### config.mk
export PLATFORM = sky130hd
export DESIGN_NAME = data_bus_bridge_flat
export DESIGN_NICKNAME = d
export VERILOG_FILES = /design/src/rtl/data_bus_pkg.sv /design/src/rtl/data_bus_bridge_if.sv /design/src/rtl/data_lane_align.sv /design/src/rtl/data_bus_bridge.sv /design/src/flat_wrapper.sv
export SDC_FILE = /design/constraint.sdc
export NUM_CORES = 1
export LEC_CHECK = 0
export CAP_MARGIN = 20
export CORE_MARGIN = 5
export CORE_UTILIZATION = 44
export DETAILED_ROUTE_END_ITERATION = 10
export PLACE_DENSITY = 0.78
export SLEW_MARGIN = 20
export SYNTH_ARGS = -nofsm -noshare
export SYNTH_HDL_FRONTEND = slang
export SYNTH_HIERARCHICAL = 1
export SYNTH_SLANG_ARGS = --single-unit
### constraint.sdc
create_clock -name clock -period 3.3 [get_ports clock]
set_clock_uncertainty 0.15 [all_clocks]
set_input_delay 0.99 -clock clock [delete_from_list [all_inputs] [get_ports clock]]
set_output_delay 0.99 -clock clock [all_outputs]
set_load 0.005 [all_outputs]
### src/rtl/data_bus_pkg.sv
// Shared definitions for the data bus bridge.
//   - core access width encodings (WIDTH_BYTE/HALF/WORD/NONE)
//   - bridge FSM state encodings
//   - byte-enable base masks and read masks per access width
package data_bus_pkg;

  typedef enum logic [1:0] {
    WIDTH_BYTE = 2'd0,
    WIDTH_HALF = 2'd1,
    WIDTH_WORD = 2'd2,
    WIDTH_NONE = 2'd3
  } width_e;

  typedef enum logic [1:0] {
    IDLE = 2'd0,
    REQ0 = 2'd1,
    REQ1 = 2'd2,
    DONE = 2'd3
  } state_e;

  localparam logic [3:0] BE_BYTE = 4'b0001;
  localparam logic [3:0] BE_HALF = 4'b0011;
  localparam logic [3:0] BE_WORD = 4'b1111;

  // Unshifted lane mask for an access of the given width.
  function automatic logic [3:0] base_mask(input logic [1:0] width);
    case (width)
      WIDTH_BYTE: base_mask = BE_BYTE;
      WIDTH_HALF: base_mask = BE_HALF;
      WIDTH_WORD: base_mask = BE_WORD;
      default:    base_mask = 4'b0000;
    endcase
  endfunction

  // Zero-extension mask applied to right-justified load data.
  function automatic logic [31:0] read_mask(input logic [1:0] width);
    case (width)
      WIDTH_BYTE: read_mask = 32'h0000_00FF;
      WIDTH_HALF: read_mask = 32'h0000_FFFF;
      default:    read_mask = 32'hFFFF_FFFF;
    endcase
  endfunction

endpackage

### src/rtl/data_bus_bridge_if.sv
// Word-addressed memory bus between the bridge (master) and memory (slave).
//   mem_req/mem_ack : request held until acknowledged; ack may come in the
//                     same cycle as req
//   mem_we          : 1 = write
//   mem_addr        : word address (ADDR_WIDTH-2 bits)
//   mem_be          : byte enables, bit i = byte lane i
//   mem_wdata       : lane-aligned write data
//   mem_rdata       : read data, valid with mem_ack
interface data_bus_bridge_if #(
  parameter int ADDR_WIDTH = 32
);
  logic                  mem_req;
  logic                  mem_we;
  logic [ADDR_WIDTH-3:0] mem_addr;
  logic [3:0]            mem_be;
  logic [31:0]           mem_wdata;
  logic [31:0]           mem_rdata;
  logic                  mem_ack;

  modport master (
    output mem_req, mem_we, mem_addr, mem_be, mem_wdata,
    input  mem_rdata, mem_ack
  );

  modport slave (
    input  mem_req, mem_we, mem_addr, mem_be, mem_wdata,
    output mem_rdata, mem_ack
  );
endinterface

### src/rtl/data_lane_align.sv
// Combinational byte-lane steering for the data bus bridge.
// Inputs : offset (address[1:0]), width (access width code), wdata (core store
//          data), rdata_pair ({second word, first word} of read data).
// Outputs: be_lo/be_hi (lanes in the first/second word), wdata_lo/wdata_hi
//          (lane-aligned store data per word), rdata_ext (right-justified,
//          zero-extended load data), split_need (access crosses a word).
// The lo/hi halves are produced together so one instance serves both
// transactions of a split access.
module data_lane_align
  import data_bus_pkg::*;
(
  input  logic [1:0]  offset,
  input  logic [1:0]  width,
  input  logic [31:0] wdata,
  input  logic [63:0] rdata_pair,
  output logic [3:0]  be_lo,
  output logic [3:0]  be_hi,
  output logic [31:0] wdata_lo,
  output logic [31:0] wdata_hi,
  output logic [31:0] rdata_ext,
  output logic        split_need
);
  logic [4:0]  shamt;
  logic [7:0]  be_wide;
  logic [63:0] wd_wide;

  always_comb begin
    shamt   = {offset, 3'b000};
    be_wide = {4'b0000, base_mask(width)} << offset;
    // A byte store drives its byte on every lane; the enables pick the lane.
    if (width == WIDTH_BYTE) wd_wide = {32'h0, {4{wdata[7:0]}}};
    else                     wd_wide = {32'h0, wdata} << shamt;
    be_lo      = be_wide[3:0];
    be_hi      = be_wide[7:4];
    wdata_lo   = wd_wide[31:0];
    wdata_hi   = wd_wide[63:32];
    split_need = |be_wide[7:4];
    rdata_ext  = 32'(rdata_pair >> shamt) & read_mask(width);
  end
endmodule

### src/rtl/data_bus_bridge.sv
// Data bus bridge: turns the core's single-cycle combinational data access
// into a registered, handshaked, word-aligned memory transaction with byte
// enables, stalling the core with core_wait until the access completes.
// Ports: clock, reset_n (async, active-low); core_address/core_width/
//        core_wdata/core_read/core_write in; core_rdata (zero-extended),
//        core_wait, misaligned and bus_error (one-cycle pulses) out;
//        mem : data_bus_bridge_if.master memory bus.
// Build option: MISALIGNED_SPLIT_EN - when defined, misaligned accesses are
//        split into two word transactions; otherwise they are rejected with
//        a misaligned pulse and no memory transaction.
module data_bus_bridge
  import data_bus_pkg::*;
#(
  parameter int ADDR_WIDTH     = 32,
  parameter int TIMEOUT_CYCLES = 255
) (
  input  logic                  clock,
  input  logic                  reset_n,
  input  logic [ADDR_WIDTH-1:0] core_address,
  input  logic [1:0]            core_width,
  input  logic [31:0]           core_wdata,
  input  logic                  core_read,
  input  logic                  core_write,
  output logic [31:0]           core_rdata,
  output logic                  core_wait,
  output logic                  misaligned,
  output logic                  bus_error,
  data_bus_bridge_if.master     mem
);
  localparam int CNT_W = (TIMEOUT_CYCLES > 1) ? $clog2(TIMEOUT_CYCLES + 1) : 1;
  localparam logic [CNT_W-1:0] CNT_LAST =
    (TIMEOUT_CYCLES > 0) ? CNT_W'(TIMEOUT_CYCLES - 1) : '0;

  state_e                state;
  logic                  req_q, we_q, split_q;
  logic [ADDR_WIDTH-3:0] addr_q;
  logic [3:0]            be_q, be_hi_q;
  logic [31:0]           wd_q, wd_hi_q, rd_lo_q;
  logic [1:0]            off_q, width_q;
  logic [CNT_W-1:0]      cnt_q;

  logic                  core_request;
  logic [1:0]            al_off, al_width;
  logic [63:0]           al_rpair;
  logic [3:0]            be_lo, be_hi;
  logic [31:0]           wd_lo, wd_hi, rd_ext;
  logic                  split_need;

  assign core_request = (core_read | core_write) && (core_width != WIDTH_NONE);

  // The aligner sees the live core access while idle and the registered
  // access afterwards, where it extracts read data.
  always_comb begin
    al_off   = (state == IDLE) ? core_address[1:0] : off_q;
    al_width = (state == IDLE) ? core_width        : width_q;
    al_rpair = (state == REQ1) ? {mem.mem_rdata, rd_lo_q} : {32'h0, mem.mem_rdata};
  end

  data_lane_align u_align (
    .offset     (al_off),
    .width      (al_width),
    .wdata      (core_wdata),
    .rdata_pair (al_rpair),
    .be_lo      (be_lo),
    .be_hi      (be_hi),
    .wdata_lo   (wd_lo),
    .wdata_hi   (wd_hi),
    .rdata_ext  (rd_ext),
    .split_need (split_need)
  );

  always_comb begin
    core_wait = 1'b0;
    case (state)
      IDLE:       core_wait = core_request;
      REQ0, REQ1: core_wait = 1'b1;
      default:    core_wait = 1'b0;
    endcase
  end

  always_ff @(posedge clock or negedge reset_n) begin
    if (!reset_n) begin
      state      <= IDLE;
      req_q      <= 1'b0;
      we_q       <= 1'b0;
      split_q    <= 1'b0;
      addr_q     <= '0;
      be_q       <= 4'b0000;
      be_hi_q    <= 4'b0000;
      wd_q       <= 32'h0;
      wd_hi_q    <= 32'h0;
      rd_lo_q    <= 32'h0;
      off_q      <= 2'b00;
      width_q    <= 2'b00;
      cnt_q      <= '0;
      core_rdata <= 32'h0;
      misaligned <= 1'b0;
      bus_error  <= 1'b0;
    end else begin
      misaligned <= 1'b0;
      bus_error  <= 1'b0;
      case (state)
        IDLE: begin
          if (core_request) begin
            off_q   <= core_address[1:0];
            width_q <= core_width;
            we_q    <= core_write;
            addr_q  <= core_address[ADDR_WIDTH-1:2];
            be_q    <= be_lo;
            wd_q    <= wd_lo;
            be_hi_q <= be_hi;
            wd_hi_q <= wd_hi;
            cnt_q   <= '0;
            split_q <= 1'b0;
            if (split_need) begin
`ifdef MISALIGNED_SPLIT_EN
              split_q <= 1'b1;
              req_q   <= 1'b1;
              state   <= REQ0;
`else
              misaligned <= 1'b1;
              core_rdata <= 32'h0;
              state      <= DONE;
`endif
            end else begin
              req_q <= 1'b1;
              state <= REQ0;
            end
          end
        end
        REQ0, REQ1: begin
          // An ack in the limit cycle takes priority over the timeout.
          if (mem.mem_ack) begin
            cnt_q <= '0;
            if (state == REQ0 && split_q) begin
              rd_lo_q <= mem.mem_rdata;
              addr_q  <= addr_q + (ADDR_WIDTH-2)'(1);
              be_q    <= be_hi_q;
              wd_q    <= wd_hi_q;
              state   <= REQ1;
            end else begin
              req_q      <= 1'b0;
              core_rdata <= rd_ext;
              state      <= DONE;
            end
          end else if (TIMEOUT_CYCLES != 0 && cnt_q == CNT_LAST) begin
            req_q      <= 1'b0;
            bus_error  <= 1'b1;
            core_rdata <= 32'h0;
            cnt_q      <= '0;
            state      <= DONE;
          end else begin
            cnt_q <= cnt_q + CNT_W'(1);
          end
        end
        // The core retires here while its request is still visible; going
        // straight back to IDLE keeps that request from being re-issued.
        DONE:    state <= IDLE;
        default: state <= IDLE;
      endcase
    end
  end

  assign mem.mem_req   = req_q;
  assign mem.mem_we    = we_q;
  assign mem.mem_addr  = addr_q;
  assign mem.mem_be    = be_q;
  assign mem.mem_wdata = wd_q;

endmodule

### src/flat_wrapper.sv
// flat-port wrapper written by rule: the top's interface ports become plain ports
module data_bus_bridge_flat import data_bus_pkg::*;
#(
  parameter int ADDR_WIDTH     = 32,
  parameter int TIMEOUT_CYCLES = 255
)
  (clock, reset_n, core_address, core_width, core_wdata, core_read, core_write, core_rdata, core_wait, misaligned, bus_error, mem_mem_req, mem_mem_we, mem_mem_addr, mem_mem_be, mem_mem_wdata, mem_mem_rdata, mem_mem_ack);
  data_bus_bridge_if #(.ADDR_WIDTH(ADDR_WIDTH)) mem_i ();
  input  logic clock;
  input  logic reset_n;
  input  logic [ADDR_WIDTH-1:0] core_address;
  input  logic [1:0] core_width;
  input  logic [31:0] core_wdata;
  input  logic core_read;
  input  logic core_write;
  output logic [31:0] core_rdata;
  output logic core_wait;
  output logic misaligned;
  output logic bus_error;
  output wire logic [$bits(mem_i.mem_req)-1:0] mem_mem_req;
  output wire logic [$bits(mem_i.mem_we)-1:0] mem_mem_we;
  output wire logic [$bits(mem_i.mem_addr)-1:0] mem_mem_addr;
  output wire logic [$bits(mem_i.mem_be)-1:0] mem_mem_be;
  output wire logic [$bits(mem_i.mem_wdata)-1:0] mem_mem_wdata;
  input wire logic [$bits(mem_i.mem_rdata)-1:0] mem_mem_rdata;
  input wire logic [$bits(mem_i.mem_ack)-1:0] mem_mem_ack;
  assign mem_mem_req = mem_i.mem_req;
  assign mem_mem_we = mem_i.mem_we;
  assign mem_mem_addr = mem_i.mem_addr;
  assign mem_mem_be = mem_i.mem_be;
  assign mem_mem_wdata = mem_i.mem_wdata;
  assign mem_i.mem_rdata = mem_mem_rdata;
  assign mem_i.mem_ack = mem_mem_ack;
  data_bus_bridge #(.ADDR_WIDTH(ADDR_WIDTH), .TIMEOUT_CYCLES(TIMEOUT_CYCLES)) u_core (.clock(clock), .reset_n(reset_n), .core_address(core_address), .core_width(core_width), .core_wdata(core_wdata), .core_read(core_read), .core_write(core_write), .core_rdata(core_rdata), .core_wait(core_wait), .misaligned(misaligned), .bus_error(bus_error), .mem(mem_i));
endmodule
==> metrics.yaml, run 1 <==
timing:
  setup_ws_ns: 0.1529
  worst_pin_slew_ns: 0.6585
  report.final.slew_viol_count: 0
  slew_headroom_pct: 56.01
  rsz0062_at_grt: "no"
  finalCritPeriodShare_pct: 95.37
  setup_violations: 0
  hold_viol: 0
  min_period_ns: 3.147
  max_freq_mhz: 317.8
worst_setup_path:
  r2r-start: "u_core/state[0]"
  arrival_ns: 3.28
  reg2reg_depth: 13
  critPathCaptureType: "flop"
  worst-setup-path-type: "flop to flop"
  r2r_setup_slack_ns: 0.15
  required_ns: 3.44
  r2r-end: "u_core/core_rdata[16]"
  cp_max_fo: 8
  startpoint_type: "flop"
floorplan:
  die-area_sq_mm: 0.01801
  die_h_microns: 134.2
  core_sq_mm: 0.01515
  num_io_pins: 206
  die_width_microns: 134.2
  start_util_pct: 44.82
  rows: 45
global_routing:
  grt_pass1_wl_microns: 31170
  grt.total_usage_pct: 21.63
  grt_max_degree: 57
  grt-ovfl-total: 0
  antenna_found_initial: 0
  grt_pass1_vias: 5937
power_and_ir_drop:
  power.leakage_nw: 4.082
  clockPowerShare_pct: 18.8
  p_int_w: 0.006470
  p_total_w: 0.009943
  p_sw_w: 0.003473
  powerDensity_mw_per_mm2: 1012
  combPwrFrac_pct: 57.0
  pwr-share-seq_pct: 24.2
  switching_share_pct: 34.93
  irDropWorstVdd_mv: 0.5751
hold_path:
  holdCritPathClass: "flop to flop"
  min_from: "u_core/mem.mem_addr[2]"
  hold_end: "u_core/mem.mem_addr[2]"
  whs_path_depth: 1
placed_design:
  dp_hpwl_microns: 14280
  place_inst: 948
  place_congestion: 0.8797
  pre_cts_slack_ns: -0.4298
  port_buffers: 205
drt:
  wl_microns: 19550
  dr.pass1.iters: 5
  drc_errors: 0
  ant_nets: 0
  viasPerCell: 5.692
  num_vias: 5590
  drt_iter0_markers: 403
  wl_per_cell_microns: 19.91
clocking:
  cts_hold_buf: 0
  cts_buffers: 17
  cts_tree: "built"
  clock_latency_ns: 0.40
  clk_path_buf_depth: 2
  clkTransAtPathRegs_ns: 0.05
  clock-sinks: 116
  clockRootBuffer: "clkbuf_16"
  ctsHtreeMaxLevel: 4
logic_synthesis:
  synth_area_sq_mm: 0.006788
  syn_avg_cell_area_sq_um: 11.89
  synthesis.nets: 685
  postSynthCellCount: 571
  ys_warn_count: 6
layout:
  final_util_pct: 64.87
  stdcell_count: 982
  drive_gt1_share_pct: 23.17
  area_delta_synth_final_pct: 44.74
  nNetsFinal: 897
  antenna_cells: 0
  nFillCells: 1139
outcome:
  status: "complete, no violations"
flow_run:
  maxCapViolations: 0
## per-stage QoR
stage                     TNS (ns)  instance area (sq um)  hold slack [ns]
after floorplan                  0                   6825           0.3253
after global placement      -13.09                   9124           0.3187
after detailed placement    -14.33                   9124           0.3245
after CTS                        0                   9738           0.3465
after global routing             0                   9824           0.3618
final                            0                   9824           0.3436
## power groups by stage
stage / Sequential (W) / Clock [W] / Combinational [W]
after floorplan: 0.00239 / 0 / 0.00330
after global placement: 0.00239 / 0 / 0.00536
after detailed placement: 0.00242 / 0 / 0.00552
after CTS: 0.00241 / 0.00191 / 0.00554
after global routing: 0.00249 / 0.00197 / 0.00610
final: 0.00241 / 0.00187 / 0.00567
## layout make-up
type                    count  area, sq um  area share, %
clock buffers              21        470.5          4.789
clock inverters             9        128.9          1.312
inverters                  10        37.54         0.3821
multi-input cells         395         3582          36.46
flip-flops and latches    116         2903          29.55
well taps                 188        235.2          2.394
repair buffers            243         2467          25.11
## placed cells by master, fill, tap and decap left out, types with 10 or more instances in the layout
master / count
and2_1: 33
ha_1: 10
clkdlybuf4s50_1: 199
o21ai_0: 11
clkbuf_16: 19
nor2_1: 14
mux4_2: 32
a22oi_1: 16
dfrtp_1: 116
mux2_2: 65
mux2i_1: 11
nand2_1: 22
nor3_1: 10
buf_4: 28
a22o_1: 33
nor2b_1: 59
## timing repair
| action | in CTS | in global routing |
|---|---|---|
| setup buffers | 1 | 0 |
| gates resized for setup | 4 | 9 |
| pin swaps | 1 | 2 |
| setup endpoints to repair | 1 | 33 |
| hold endpoints to repair | 0 | 0 |
| cloned | 0 | 3 |
## state kept, by name, summed over array words and instances, names as in the netlist
| register | cells |
|---|---|
| u_core/mem.mem_addr | 30 |
| u_core/mem.mem_we | 1 |
| u_core/off_q | 2 |
| u_core/misaligned | 1 |
| u_core/mem.mem_req | 1 |
| u_core/cnt_q | 8 |
| u_core/state | 2 |
| u_core/core_rdata | 32 |
| u_core/bus_error | 1 |
| u_core/mem.mem_be | 4 |
| u_core/width_q | 2 |
| u_core/mem.mem_wdata | 32 |
## layer usage
layer  vias up  global-route usage [%]  part of all wire, %
met2       249                   38.13                   53
li1       2513                       -                    -
met3        26                   6.752                  7.8
met1      2802                   25.17                   37
met5         -                       0                    0
met4         0                   6.844                  1.7
## worst max path at each step
| stage | from | endpoint | cells past startpoint |
|---|---|---|---|
| global route | u_core/state[0] | u_core/core_rdata[0] | 13 |
| detailed placement | core_width[0] | u_core/core_rdata[1] | 12 |
| floorplan | core_width[0] | u_core/core_rdata[16] | 12 |
| CTS | core_width[1] | u_core/core_rdata[16] | 12 |
| finish | u_core/state[0] | u_core/core_rdata[16] | 13 |
| global placement | core_width[1] | core_wait | 6 |
## worst max-delay path: stages (launching register included)
cell,delay [ns]
dfrtp_1,0.39
inv_1,0.13
ha_2,0.27
mux2_4,0.33
inv_2,0.06
ha_1,0.24
mux2_1,0.30
a22o_1,0.17
or2_1,0.26
inv_2,0.06
o21ai_0,0.07
and3_4,0.23
clkbuf_16,0.17
a22o_1,0.18
(Power assumes the default switching activity.)
==> run 2: changes to the inputs <==
Settings changed: PLACE_DENSITY 0.78 to 0.87.
==> run 2 against run 1 <==
  * Register-to-register slack barely moved
  * First-iteration DRC count fell by 35%
  * Clock power barely moved
  * Maximum frequency fell by 0.40%
  * Core utilization rose by 0.22 points
  * Critical endpoint is now u_core/core_rdata[14]
  * Largest cell class unchanged
==> metrics.yaml, run 2 (same netlist as run 1, synthesis figures left out) <==
worst_setup_path:
  cp_max_fo: 16  # +8
  startpoint_type: "flop"
  r2r_setup_slack_ns: 0.14  # about the same
  critPathCaptureType: "flop"
  r2r-end: "u_core/core_rdata[14]"
  worst-setup-path-type: "flop to flop"
  arrival_ns: 3.31  # +0.03 ns
  reg2reg_depth: 12  # -1
  r2r-start: "u_core/state[0]"
  crit_end: "u_core/core_rdata[14]"
  required_ns: 3.45  # about the same
  critical_path.startpoint: "u_core/state[0]"
timing:
  final.setup.tns_ns: 0  # unchanged
  hold_viol: 0  # unchanged
  rsz0062_at_grt: "no"
  report.final.slew_viol_count: 0  # unchanged
  min_period_ns: 3.160  # +0.01258 ns
  finalCritPeriodShare_pct: 95.75  # +0.38 points
  slew_headroom_pct: 48.47  # -7.5 points
  worst_pin_slew_ns: 0.7514  # +0.09291 ns
  setup_violations: 0  # unchanged
  max_freq_mhz: 316.5  # -0.40%
floorplan:
  die_h_microns: 134.2  # unchanged
  die-area_sq_mm: 0.01801  # unchanged
  num_io_pins: 206  # unchanged
  start_util_pct: 44.82  # unchanged
  core_sq_mm: 0.01515  # unchanged
  die_width_microns: 134.2  # unchanged
  rows: 45  # unchanged
drt:
  wl_microns: 18950  # -3.1%
  drt_iter0_markers: 262  # -35%
  ant_nets: 0  # unchanged
  drc_errors: 0  # unchanged
  num_vias: 5490  # -1.8%
  viasPerCell: 5.540  # -2.7%
  wl_per_cell_microns: 19.12  # -4.0%
  dr.pass1.iters: 4  # -1
layout:
  nNetsFinal: 904  # +0.78%
  antenna_cells: 0  # unchanged
  final_util_pct: 65.09  # +0.22 points
  area_delta_synth_final_pct: 45.23
  final_cell_mix: "clkdlybuf4s50_1, dfrtp_1, mux2_2"
  final_common_cell: "clkdlybuf4s50_1"
  drive_gt1_share_pct: 23.91  # +0.74 points
global_routing:
  grt_pass1_vias: 5868  # -1.2%
  grt_max_degree: 57  # unchanged
  use_met2_pct: 34.25  # -3.9 points
  antenna_found_initial: 0  # unchanged
  grt_pass1_wl_microns: 30360  # -2.6%
  grt_util_met3_pct: 7.727  # +0.98 points
  grt-ovfl-total: 0  # unchanged
  met1_usage_pct: 26.14  # +0.97 points
  busiest_layer: "met2"
  grt.total_usage_pct: 21.17  # -0.46 points
clocking:
  clockRootBuffer: "clkbuf_16"
  clkTransAtPathRegs_ns: 0.06  # about the same
  ctsHtreeMaxLevel: 4  # unchanged
  cts_tree: "built"
  clock_latency_ns: 0.41  # about the same
  cts_buffers: 17  # unchanged
  post_cts_buffers: 0  # -1
  clock-sinks: 116  # unchanged
  clk_path_buf_depth: 2  # unchanged
placed_design:
  dp_hpwl_microns: 14040  # -1.7%
  port_buffers: 205  # unchanged
  place_congestion: 0.8677  # -1.4%
hold_path:
  holdCritPathClass: "flop to flop"
  whs_path_depth: 1  # unchanged
flow_run:
  maxCapViolations: 0  # unchanged
power_and_ir_drop:
  p_total_w: 0.009932  # -0.12%
  powerDensity_mw_per_mm2: 1007  # -0.46%
  irDropWorstVdd_mv: 0.6256  # +8.8%
  power.leakage_nw: 4.100  # +0.44%
outcome:
  status: "complete, no violations"
[run 2: cell type report]
| class | count | area [sq um] |
|---|---|---|
| fill | 1092 | 5288 |
| multi-input combinational | 395 | 3568 |
| sequential | 116 | 2903 |
| timing repair buffer | 250 | 2514 |
| clock buffer | 20 | 446.7 |
| tap | 188 | 235.2 |
| clock inverter | 12 | 153.9 |
| inverter | 10 | 37.54 |
[run 2: worst min-delay path by stage]
stage,startpoint,endpoint
after floorplan,u_core/off_q[0],u_core/off_q[0]
after global placement,u_core/mem.mem_wdata[20],u_core/mem.mem_wdata[20]
after detailed placement,u_core/mem.mem_wdata[20],u_core/mem.mem_wdata[20]
after CTS,u_core/mem.mem_addr[3],u_core/mem.mem_addr[3]
after global routing,u_core/mem.mem_addr[3],u_core/mem.mem_addr[3]
final,u_core/mem.mem_addr[3],u_core/mem.mem_addr[3]
[run 2: worst max-delay path, stage by stage, from the launching register on]
cell	delay, ns
dfrtp_1	0.40
inv_1	0.11
ha_1	0.26
buf_4	0.26
mux2_2	0.41
mux2_1	0.32
a22o_1	0.17
or2_1	0.24
inv_2	0.06
o21ai_0	0.08
and3_4	0.22
clkbuf_16	0.18
a22o_1	0.18
[run 2: what timing repair did]
item                                    4_1_cts  5_1_grt
pin swaps                                     1        2
gates cloned                                  0        1
hold buffers                                  0        0
gates resized for setup                       3        6
endpoints found under the setup margin       33       33
[run 2: routing by layer]
metal	vias to the layer above	part of all wire (%)
met5	-	0
met4	0	2.6
met3	41	8.6
met2	224	50
met1	2698	39
li1	2527	-
[run 2: power breakdown]
part	switching [W]	internal, W	total [W]
clock	0.000667	0.00121	0.00187
combinational	0.00246	0.00322	0.00567
sequential	0.000346	0.00204	0.00238
[run 2: stage by stage]
| stage | worst slack (ns) | instances | area, sq um | hold slack (ns) |
|---|---|---|---|---|
| detailed placement | -0.4968 | 958 | 9224 | 0.3237 |
| global route | 0.008128 | 991 | 9858 | 0.3656 |
| finish | 0.1403 | 991 | 9858 | 0.3352 |
| global placement | -0.4393 | 958 | 9224 | 0.3179 |
| CTS | 0.001703 | 990 | 9826 | 0.3403 |
| floorplan | 0.004706 | 571 | 6825 | 0.3253 |
==> run 3: changes to the inputs <==
Settings changed: CORE_MARGIN 5 to not set.
==> run 3 against run 2 <==
  * Sequential share of layout area shrank 0.089 points
  * Count of clock-buffer cells in the layout grew 5
  * Cell count grew 0.10%
  * Global-route usage grew 2.8 points
  * Via count shrank 0.22%
  * Largest power group unchanged
  * Sequential power is essentially flat
  * Setup slack lost 0.036 ns
  * Core utilization grew 0.20 points
  * First-iteration DRC count grew 4.6%
  * Worst hold slack gained 0.0014 ns
  * Non-clock buffer count grew 1
  * Register-to-register slack gained 0.04 ns
==> metrics.yaml, run 3 (same netlist as run 1, synthesis figures left out) <==
layout:
  final_cell_mix: "clkdlybuf4s50_1, dfrtp_1, mux2_2"
  final_util_pct: 65.29  # +0.20 points
  nNetsFinal: 905  # +0.11%
  seqCellArea_sq_mm: 0.002903  # unchanged
  drive_gt1_share_pct: 23.63  # -0.28 points
  multi_input_area_sq_mm: 0.003573  # +0.14%
  area_delta_synth_final_pct: 45.68
  final_common_cell: "clkdlybuf4s50_1"
  antenna_cells: 0  # unchanged
  nFillCells: 1093  # +0.092%
drt:
  wl_per_cell_microns: 18.49  # -3.3%
  wl_microns: 18340  # -3.2%
  ant_nets: 0  # unchanged
  viasPerCell: 5.522  # -0.32%
  num_vias: 5478  # -0.22%
  drc_errors: 0  # unchanged
  drt_iter0_markers: 274  # +4.6%
  dr.pass1.iters: 5  # +1
global_routing:
  antenna_found_initial: 0  # unchanged
  grt_max_degree: 57  # unchanged
  grt-ovfl-total: 0  # unchanged
  grt_pass1_wl_microns: 29630  # -2.4%
  grt.total_usage_pct: 23.92  # +2.8 points
  grt_pass1_vias: 5638  # -3.9%
power_and_ir_drop:
  irDropWorstVdd_mv: 0.5119  # -18%
  powerDensity_mw_per_mm2: 1027  # +2.0%
  power.leakage_nw: 4.122  # +0.53%
  p_total_w: 0.01016  # +2.3%
worst_setup_path:
  critical_path.startpoint: "core_width[1]"
  path_depth: 12  # unchanged
  startpoint_type: "input port"
  r2r_setup_slack_ns: 0.18  # +0.04 ns
  r2r-end: "u_core/core_rdata[11]"
  crit_end: "u_core/core_rdata[11]"
  critPathMaxStageDelay_ns: 0.30  # -0.11 ns
  required_ns: 3.44  # about the same
  slowest_stage: "dlygate4sd2_1"
  worst-setup-path-type: "input port to flop"
  arrival_ns: 3.34  # +0.03 ns
  crit_buf_inv: 4  # unchanged
  critPathTopFamily: "buffers and inverters"
  worstPathCellList: "dlygate4sd2_1 > mux2_4 > inv_2 > ha_1 > mux2_1 > a22o_1 > or2_1 > inv_2 > o21ai_0 > and3_1 > buf_12 > a22o_1"
  r2r-start: "u_core/state[0]"
  critPathCaptureType: "flop"
  cp_max_fo: 32  # +16
  reg2reg_depth: 13  # +1
clocking:
  clockRootBuffer: "clkbuf_16"
  clock-sinks: 116  # unchanged
  clock_latency_ns: 0.41  # about the same
  cts_hold_buf: 0  # unchanged
  ctsHtreeMaxLevel: 4  # unchanged
  cts_tree: "built"
  clkTransAtPathRegs_ns: 0.05  # about the same
  post_cts_buffers: 0  # unchanged
  clk_path_buf_depth: 2  # unchanged
  cts_buffers: 17  # unchanged
placed_design:
  place_congestion: 0.8318  # -4.1%
  dp_hpwl_microns: 13160  # -6.3%
  port_buffers: 205  # unchanged
timing:
  finalCritPeriodShare_pct: 96.84  # +1.1 points
  report.final.slew_viol_count: 0  # unchanged
  max_freq_mhz: 312.9  # -1.1%
  hold_viol: 0  # unchanged
  slew_headroom_pct: 47.83  # -0.64 points
  setup_violations: 0  # unchanged
  min_period_ns: 3.196  # +0.03615 ns
  worst_pin_slew_ns: 0.7608  # +0.009371 ns
  rsz0062_at_grt: "no"
hold_path:
  holdCritPathClass: "flop to flop"
floorplan:
  start_util_pct: 44.82  # unchanged
  core_sq_mm: 0.01515  # unchanged
  die_h_microns: 126.2  # -6.0%
  num_io_pins: 206  # unchanged
  rows: 45  # unchanged
  die-area_sq_mm: 0.01593  # -12%
  die_width_microns: 126.2  # -6.0%
outcome:
  status: "complete, no violations"
flow_run:
  maxCapViolations: 0  # unchanged
[run 3: cell types whose count changed in the layout (fill, tap and decap cells not counted), moves of 3 or more]
cell	delta
dlygate4sd2_1	+4
clkinvlp_4	-3
clkinv_2	-3
buf_4	+4
clkbuf_8	+3
[run 3: power breakdown]
part | total (W) | switching, W | leakage, nW | internal (W)
Sequential | 0.00240 | 0.000366 | 1.47 | 0.00204
Combinational | 0.00569 | 0.00246 | 2.33 | 0.00324
Clock | 0.00206 | 0.000638 | 0.322 | 0.00142
Total | 0.0102 | 0.00346 | 4.12 | 0.00670
[run 3: metal layers]
metal | part of all wire [%] | track usage, % | up-vias
met5 | 0 | 0 | -
met4 | 0.94 | 6.662 | 0
met3 | 6.9 | 6.075 | 18
met2 | 50 | 40.72 | 207
met1 | 42 | 30.16 | 2730
li1 | - | - | 2523
[run 3: through the flow]
step           hold WS [ns]  cells  TNS, ns  setup WS (ns)  area (sq um)
6_report             0.3366    992        0         0.1042          9888
5_1_grt              0.3502    992        0      0.0006888          9888
4_1_cts              0.3418    992        0         0.1238          9882
3_5_place_dp         0.3287    960   -16.83        -0.5129          9214
3_3_place_gp         0.3180    960   -14.63        -0.4383          9214
2_1_floorplan        0.3253    571        0       0.004706          6825
[run 3: worst register-to-register path: stages (launching register included)]
cell     delay [ns]
dfrtp_1        0.41
inv_1          0.11
ha_2           0.23
mux2_2         0.36
inv_2          0.06
ha_1           0.23
mux2_1         0.30
a22o_1         0.17
or2_1          0.25
inv_2          0.06
o21ai_0        0.07
and3_1         0.23
buf_12         0.17
a22o_1         0.21
[run 3: area by class of cell]
type | instances | share of cell area (%)
multi-input combinational | 395 | 36.14
sequential | 116 | 29.36
timing repair buffer | 251 | 25.04
clock buffer | 25 | 5.011
tap | 188 | 2.379
clock inverter | 7 | 1.696
inverter | 10 | 0.3796
[run 3: worst min-delay path by stage]
stage / from / to / slack (ns) / cells past startpoint
after detailed placement: u_core/mem.mem_wdata[21] / u_core/mem.mem_wdata[21] / 0.33 / 1
after global routing: u_core/mem.mem_wdata[21] / u_core/mem.mem_wdata[21] / 0.35 / 1
final: u_core/mem.mem_addr[11] / u_core/mem.mem_addr[11] / 0.34 / 1
after CTS: u_core/mem.mem_wdata[21] / u_core/mem.mem_wdata[21] / 0.34 / 1
after global placement: u_core/mem.mem_addr[11] / u_core/mem.mem_addr[11] / 0.32 / 1
after floorplan: u_core/off_q[0] / u_core/off_q[0] / 0.33 / 1
[run 3: repair_timing]
action,CTS,global route
gates resized for setup,6,2
endpoints found under the hold margin,0,0
endpoints found under the setup margin,33,24
